<file path="config.mk">
export PLATFORM = sky130hd
export DESIGN_NAME = bank_accounter
export DESIGN_NICKNAME = d
export VERILOG_FILES = /design/src/rtl/bank_accounter.sv
export SDC_FILE = /design/constraint.sdc
export NUM_CORES = 1
export LEC_CHECK = 0
export BUFFER_PORTS_ARGS = -buffer_cell sky130_fd_sc_hd__buf_2
export CAP_MARGIN = 20
export CORE_MARGIN = 10
export CORE_UTILIZATION = 55
export DETAILED_ROUTE_END_ITERATION = 6
export PLACE_DENSITY = 0.73
export SLEW_MARGIN = 15
export SYNTH_ARGS = -nofsm -noshare
export SYNTH_HDL_FRONTEND = slang
export SYNTH_SLANG_ARGS = --single-unit
</file>
<file path="constraint.sdc">
create_clock -name aclk -period 2.15 [get_ports aclk]
set_input_delay 0.1075 -clock aclk [delete_from_list [all_inputs] [get_ports aclk]]
set_output_delay 0.1075 -clock aclk [all_outputs]
set_load 0.05 [all_outputs]
</file>
<file path="src/rtl/bank_accounter.sv">
// bank_accounter: records which write agent/bank last wrote each address, and looks up that bank for each read agent
// Optional feature: define BANK_ACCOUNTER_BYPASS_EN for same-cycle write-to-lookup forwarding (write-first banks).
// Ports:
//   aclk, aresetn          clock, asynchronous active-low reset (clears the whole table)
//   m_wren, m_wraddr       per-write-agent enable and address
//   m_rden, m_rdaddr       per-read-agent enable and address (the enable only qualifies the result)
//   bank_select            per-read-agent {collision, bank_idx}, combinational from m_rdaddr
module bank_accounter #(
    parameter int ADDR_WIDTH      = 8,
    parameter int NB_WRAGENT      = 2,
    parameter int NB_RDAGENT      = 2,
    parameter int WRITE_COLLISION = 1,
    parameter int SELECT_WIDTH    = (NB_WRAGENT == 1 ? 1 : $clog2(NB_WRAGENT)) + WRITE_COLLISION
) (
    input  logic                               aclk,
    input  logic                               aresetn,
    input  logic [NB_WRAGENT-1:0]              m_wren,
    input  logic [NB_WRAGENT*ADDR_WIDTH-1:0]   m_wraddr,
    input  logic [NB_RDAGENT-1:0]              m_rden,
    input  logic [NB_RDAGENT*ADDR_WIDTH-1:0]   m_rdaddr,
    output logic [NB_RDAGENT*SELECT_WIDTH-1:0] bank_select
);
    localparam int DEPTH = 2 ** ADDR_WIDTH;
    logic [SELECT_WIDTH-1:0] r_table [DEPTH];
    logic [NB_WRAGENT-1:0]   w_win;
    logic [SELECT_WIDTH-1:0] w_entry [NB_WRAGENT];
    logic                    w_unused_rden;
    assign w_unused_rden = ^m_rden;
    // Each enabled agent is the winner for its address unless a higher-index agent hits the same address;
    // the collision bit marks any other enabled agent on that address.
    always_comb begin
        for (int i = 0; i < NB_WRAGENT; i++) begin
            w_win[i]   = m_wren[i];
            w_entry[i] = SELECT_WIDTH'(i);
            for (int j = 0; j < NB_WRAGENT; j++)
                if (j != i && m_wren[j] && m_wraddr[j*ADDR_WIDTH +: ADDR_WIDTH] == m_wraddr[i*ADDR_WIDTH +: ADDR_WIDTH]) begin
                    if (j > i) w_win[i] = 1'b0;
                    if (WRITE_COLLISION != 0) w_entry[i][SELECT_WIDTH-1] = 1'b1;
                end
        end
    end
    always_ff @(posedge aclk or negedge aresetn) begin
        if (!aresetn) begin
            for (int a = 0; a < DEPTH; a++) r_table[a] <= '0;
        end else begin
            for (int i = 0; i < NB_WRAGENT; i++)
                if (w_win[i]) r_table[m_wraddr[i*ADDR_WIDTH +: ADDR_WIDTH]] <= w_entry[i];
        end
    end
    always_comb begin
        for (int r = 0; r < NB_RDAGENT; r++) begin
            bank_select[r*SELECT_WIDTH +: SELECT_WIDTH] = r_table[m_rdaddr[r*ADDR_WIDTH +: ADDR_WIDTH]];
`ifdef BANK_ACCOUNTER_BYPASS_EN
            for (int i = 0; i < NB_WRAGENT; i++)
                if (w_win[i] && m_wraddr[i*ADDR_WIDTH +: ADDR_WIDTH] == m_rdaddr[r*ADDR_WIDTH +: ADDR_WIDTH])
                    bank_select[r*SELECT_WIDTH +: SELECT_WIDTH] = w_entry[i];
`else
`endif
        end
    end
endmodule

</file>
# ---- After elaboration in Yosys (flattened, before gate mapping)
# Cells that the tools add are included.
dict set report classes {
  n_lt_le_gt_ge 6
  n_eq_ne 2
  muxes 17
  bitwise 4
  reduce_logical 4
}
# op n
set ops {}
lappend ops {{$bwmux W512} 2}
lappend ops {{$mux W512} 2}
lappend ops {{$ge A9 B9 Y1 const B} 4}
lappend ops {{$not A8 Y9} 4}
lappend ops {{$bmux W2 S8} 2}
lappend ops {{$demux W2 S8} 2}
lappend ops {{$lt A9 B1 Y1 const B} 2}
lappend ops {{$eq A8 B8 Y1} 2}
lappend ops {{$mux W2} 6}
lappend ops {{$logic_and A1 B1 Y1} 4}
lappend ops {{$mux W1} 3}
dict set report word_totals {
  regBits 512
  in_bits 38
  output_inout_bits 4
  word_cells 289
}

# ---- Logic depth before layout (Yosys ltp)
dict set report depth {
  depth_word 9
  mapped_depth 11
  mapped_depth_nobuf 7
}

# ---- Worst setup path after synthesis
# OpenSTA, ideal clock, no wires.
dict set report synth_path {
  kind {in2out}
  from {input port m_rdaddr[0]}
  to {output port bank_select[1]}
  t_arrival_ns 2.560
  required_time_ns 2.043
  slack_ns -0.518
  path_stages 10
  n_path_buf 4
  path_cell_list {buf_6 > buf_6 > buf_6 > nand2_1 > clkbuf_1 > o22ai_1 > a2111oi_0 > o41ai_1 > o21ai_1 > nor3_1}
}
dict set report synth_between {
  elab_chain_len 4
}
# item line
set synth_lines {}
lappend synth_lines {{from (decl)} 20} ;# input logic [NB_RDAGENT*ADDR_WIDTH-1:0] m_rdaddr,
lappend synth_lines {{$not A8 Y9 (implied by the code)} 52} ;# bank_select[r*SELECT_WIDTH +: SELECT_WIDTH] = r_table[m_rdaddr[r*ADDR_WIDTH +: ADDR_WIDTH]];
lappend synth_lines {{$bmux W2 S8} 52}
lappend synth_lines {{$mux W2 (implied by the code) (2 in series)} 52}
lappend synth_lines {{to (decl)} 21} ;# output logic [NB_RDAGENT*SELECT_WIDTH-1:0] bank_select
# No other way between the ends. The select of a mux whose other input is x is not followed.

# ---- Worst setup path after layout
dict set report layout_path {
  from {register r_table[96] (netlist name)}
  to {output port bank_select[2]}
}
dict set report layout_between {
  elab_chain_len 3
}
# item line
set layout_lines {}
lappend layout_lines {{from (decl)} 24} ;# logic [SELECT_WIDTH-1:0] r_table [DEPTH];
lappend layout_lines {{from (signal, indexed assignment)} 47} ;# if (w_win[i]) r_table[m_wraddr[i*ADDR_WIDTH +: ADDR_WIDTH]] <= w_entry[i];
lappend layout_lines {{$bmux W2 S8} 52}
lappend layout_lines {{$mux W2 (implied by the code) (2 in series)} 52}
# No other way between the ends. The select of a mux whose other input is x is not followed.

==> out/metrics.cfg <==
[layout]
fin_nets=3439
drive_gt1_share_pct=27.1
fin_cells=4145
fillers=4078
syn_to_final_growth_pct=24.1
reg_top3=r_table (512)
largest_reg_flops=512
top_register=r_table

[yosys]
mappedNetlistArea_sq_um=29900
synth_seq_area_share_pct=42.9
synth_seq_cells=512
synth_ff_type=dfrtp_1
syn_area_per_cell_sq_um=10.0
synth_edf_count=0
async_reset_ff_share_pct=100
synth_cells=2978
yosys_warnings=0
ys_types=64
synth_fp_nets=3016

[clock_tree]
cts_sinks=512
cts_tree=built
cts-root-buf=clkbuf_16
clock_path_buffers=3
clk_latency_ns=0.65
cts-buffers-inserted=58
clk_pin_slew_ns=0.06
htree_levels=2

[routing]
viasPerCell=7.25
first_pass_iters=7
drcViolationCount=0
drt_iter0_markers=5291
routedWlPerCell_microns=31.6
num_vias=30000
ant_nets=0
drt_wl_total_microns=131000

[timing]
hold_viol=0
finalSetupViolCount=4
worst_pin_slew_ns=0.742
fin_ws_ns=-1.33
period_needed_ns=3.48
clock.fmax_ghz=0.287
rsz0062_at_grt=true
report.final.slew_viol_count=0
setup_tns_ns=-4.28
slew_headroom_pct=50.1
fin_crit_sh_pct=162
clock_skew_ns=0

[floorplanning]
io_pins=42
die_width_microns=253
fp.dieH_microns=253
start_util_pct=55.5
die_area_sq_um=64000
core_area_sq_um=53800
rows=85

[critical_path]
path_class=reg -> out
max_stage_delay_ns=0.49
arrival_ns=3.38
path_cells=mux4_2 -> mux2_4 -> o221ai_4 -> o2111ai_2 -> a221oi_2 -> buf_4 -> a221o_1 -> a221oi_4 -> buf_12
crit_slowest_cell=mux4_2
cp.required_ns=2.04
end_kind=primary output
cp_max_fo=2
critPathLaunchType=register

[global_route]
grt_max_degree=76
grt_usage_pct=40.5
grt_pass1_wl_microns=191000
overflow=0
antenna_found_initial=3
grt_pass1_vias=29400

[pwr]
leakage_nw=16.8
p_per_area_nw_per_um2=661
ir_worst_vdd_mv=0.606

[placement]
port-buffer-count=39
dp_hpwl_microns=93500
pre_cts_ws_ns=-0.873
dp.cells=4034
place_congestion=1.13

[hold_path]
worstHoldPathType=in -> async

[outcome]
violations=setup timing
status=finished, violations left

[job]
cap_viol_max_count=0

==> placed cells by master (no fill, tap or decap), types with 13 or more instances in the layout <==
cell	count
o31ai_1	60
clkbuf_16	61
clkbuf_1	17
buf_2	30
mux2i_1	207
o21ai_1	14
nor2b_1	30
nand2_1	588
o21ai_0	453
a22oi_1	16
nand3_1	105
mux2_2	19
nor4_1	17
buf_4	504
buf_12	67
dfrtp_1	512
o22ai_1	73
mux4_2	165
nor2_1	87
o211ai_1	122
clkbuf_8	13
nand2b_1	21
nor3_1	35
o221ai_1	62
==> metrics by stage <==
stage          hold slack [ns]  total power, W  cell area [sq um]  utilization, %
2_1_floorplan           -0.188          0.0121              30000               -
3_3_place_gp            0.0916          0.0138              34800            64.6
3_5_place_dp            0.0939          0.0139              34800            64.6
4_1_cts                 0.0278          0.0243              37000            68.8
5_1_grt                 0.0496          0.0250              37100            68.9
6_report               0.00616          0.0245              37100            68.9
==> synthesized netlist by cell type, types with 60 or more instances <==
master    count  area (sq um)
nand2_1     591          2220
dfrtp_1     512         12800
o21ai_0     454          2270
mux2i_1     207          2070
mux4_2      165          3720
clkbuf_1    149           559
o211ai_1    122           916
nand3_1     107           536
nor2_1       89           334
o22ai_1      75           469
o221ai_1     63           552
o31ai_1      60           450
==> worst max-delay path: cells and delay by family, from the launching register on <==
family | cells | cell delay [ns]
AO/OA/AOI/OAI | 5 | 1.16
buffers and inverters | 2 | 0.37
flip-flops | 1 | 0.41
multiplexers | 2 | 0.80
==> kinds of logic (layout without fill, tap and decap cells) <==
logic type / count (synthesis) / after routing / share of synthesized area (%)
buffers and inverters: 254 / 723 / 4.85
other: 0 / 2 / 0
AO/OA/AOI/OAI: 866 / 866 / 18.0
AND/OR/NAND/NOR: 940 / 940 / 13.5
flip-flops: 512 / 512 / 42.9
XOR/XNOR: 8 / 8 / 0.235
multiplexers: 398 / 398 / 20.5
==> layer usage <==
metal / track usage (%) / share of wire, %
met1: 51.2 / 35
met2: 58.0 / 41
met3: 13.8 / 15
met4: 27.4 / 8.4
met5: 0.792 / 0.088
==> final timing paths <==
kind,slack (ns),endpoint,from,cells past startpoint
worst max-delay path,-1.33,bank_select[2],r_table[96],9
worst min-delay path,0.006,r_table[27],aresetn,2
worst max register to register,1.21,r_table[173],r_table[173],4
worst min register to register,0.50,r_table[244],r_table[244],2
max in group asynchronous,1.20,r_table[91],aresetn,4
min in group aclk,0.05,r_table[365],m_wren[0],3
==> power by group <==
part | switching [W] | internal, W | leakage, nW
sequential | 0.000327 | 0.0100 | 7.05
combinational | 0.00211 | 0.00148 | 8.74
clock | 0.00425 | 0.00628 | 0.982
total | 0.00669 | 0.0178 | 16.8
==> final cells by class <==
class,instances,area (sq um),area share (%)
antenna,2,5.00,0.0135
clock inverter,16,234,0.631
timing repair buffer,610,5380,14.5
tap,696,871,2.35
inverter,7,26.3,0.0709
sequential,512,12800,34.6
clock buffer,90,1760,4.74
multi-input combinational,2212,16000,43.1
==> timing repair <==
action,4_1_cts,5_1_grt
endpoints found under the hold margin,440,0
cloned,0,0
pin swaps,13,7
hold buffers,3,0
setup buffers,2,0
endpoints found under the setup margin,4,7
resized for setup,40,10
No activity file was read; power rests on OpenSTA's default activity.
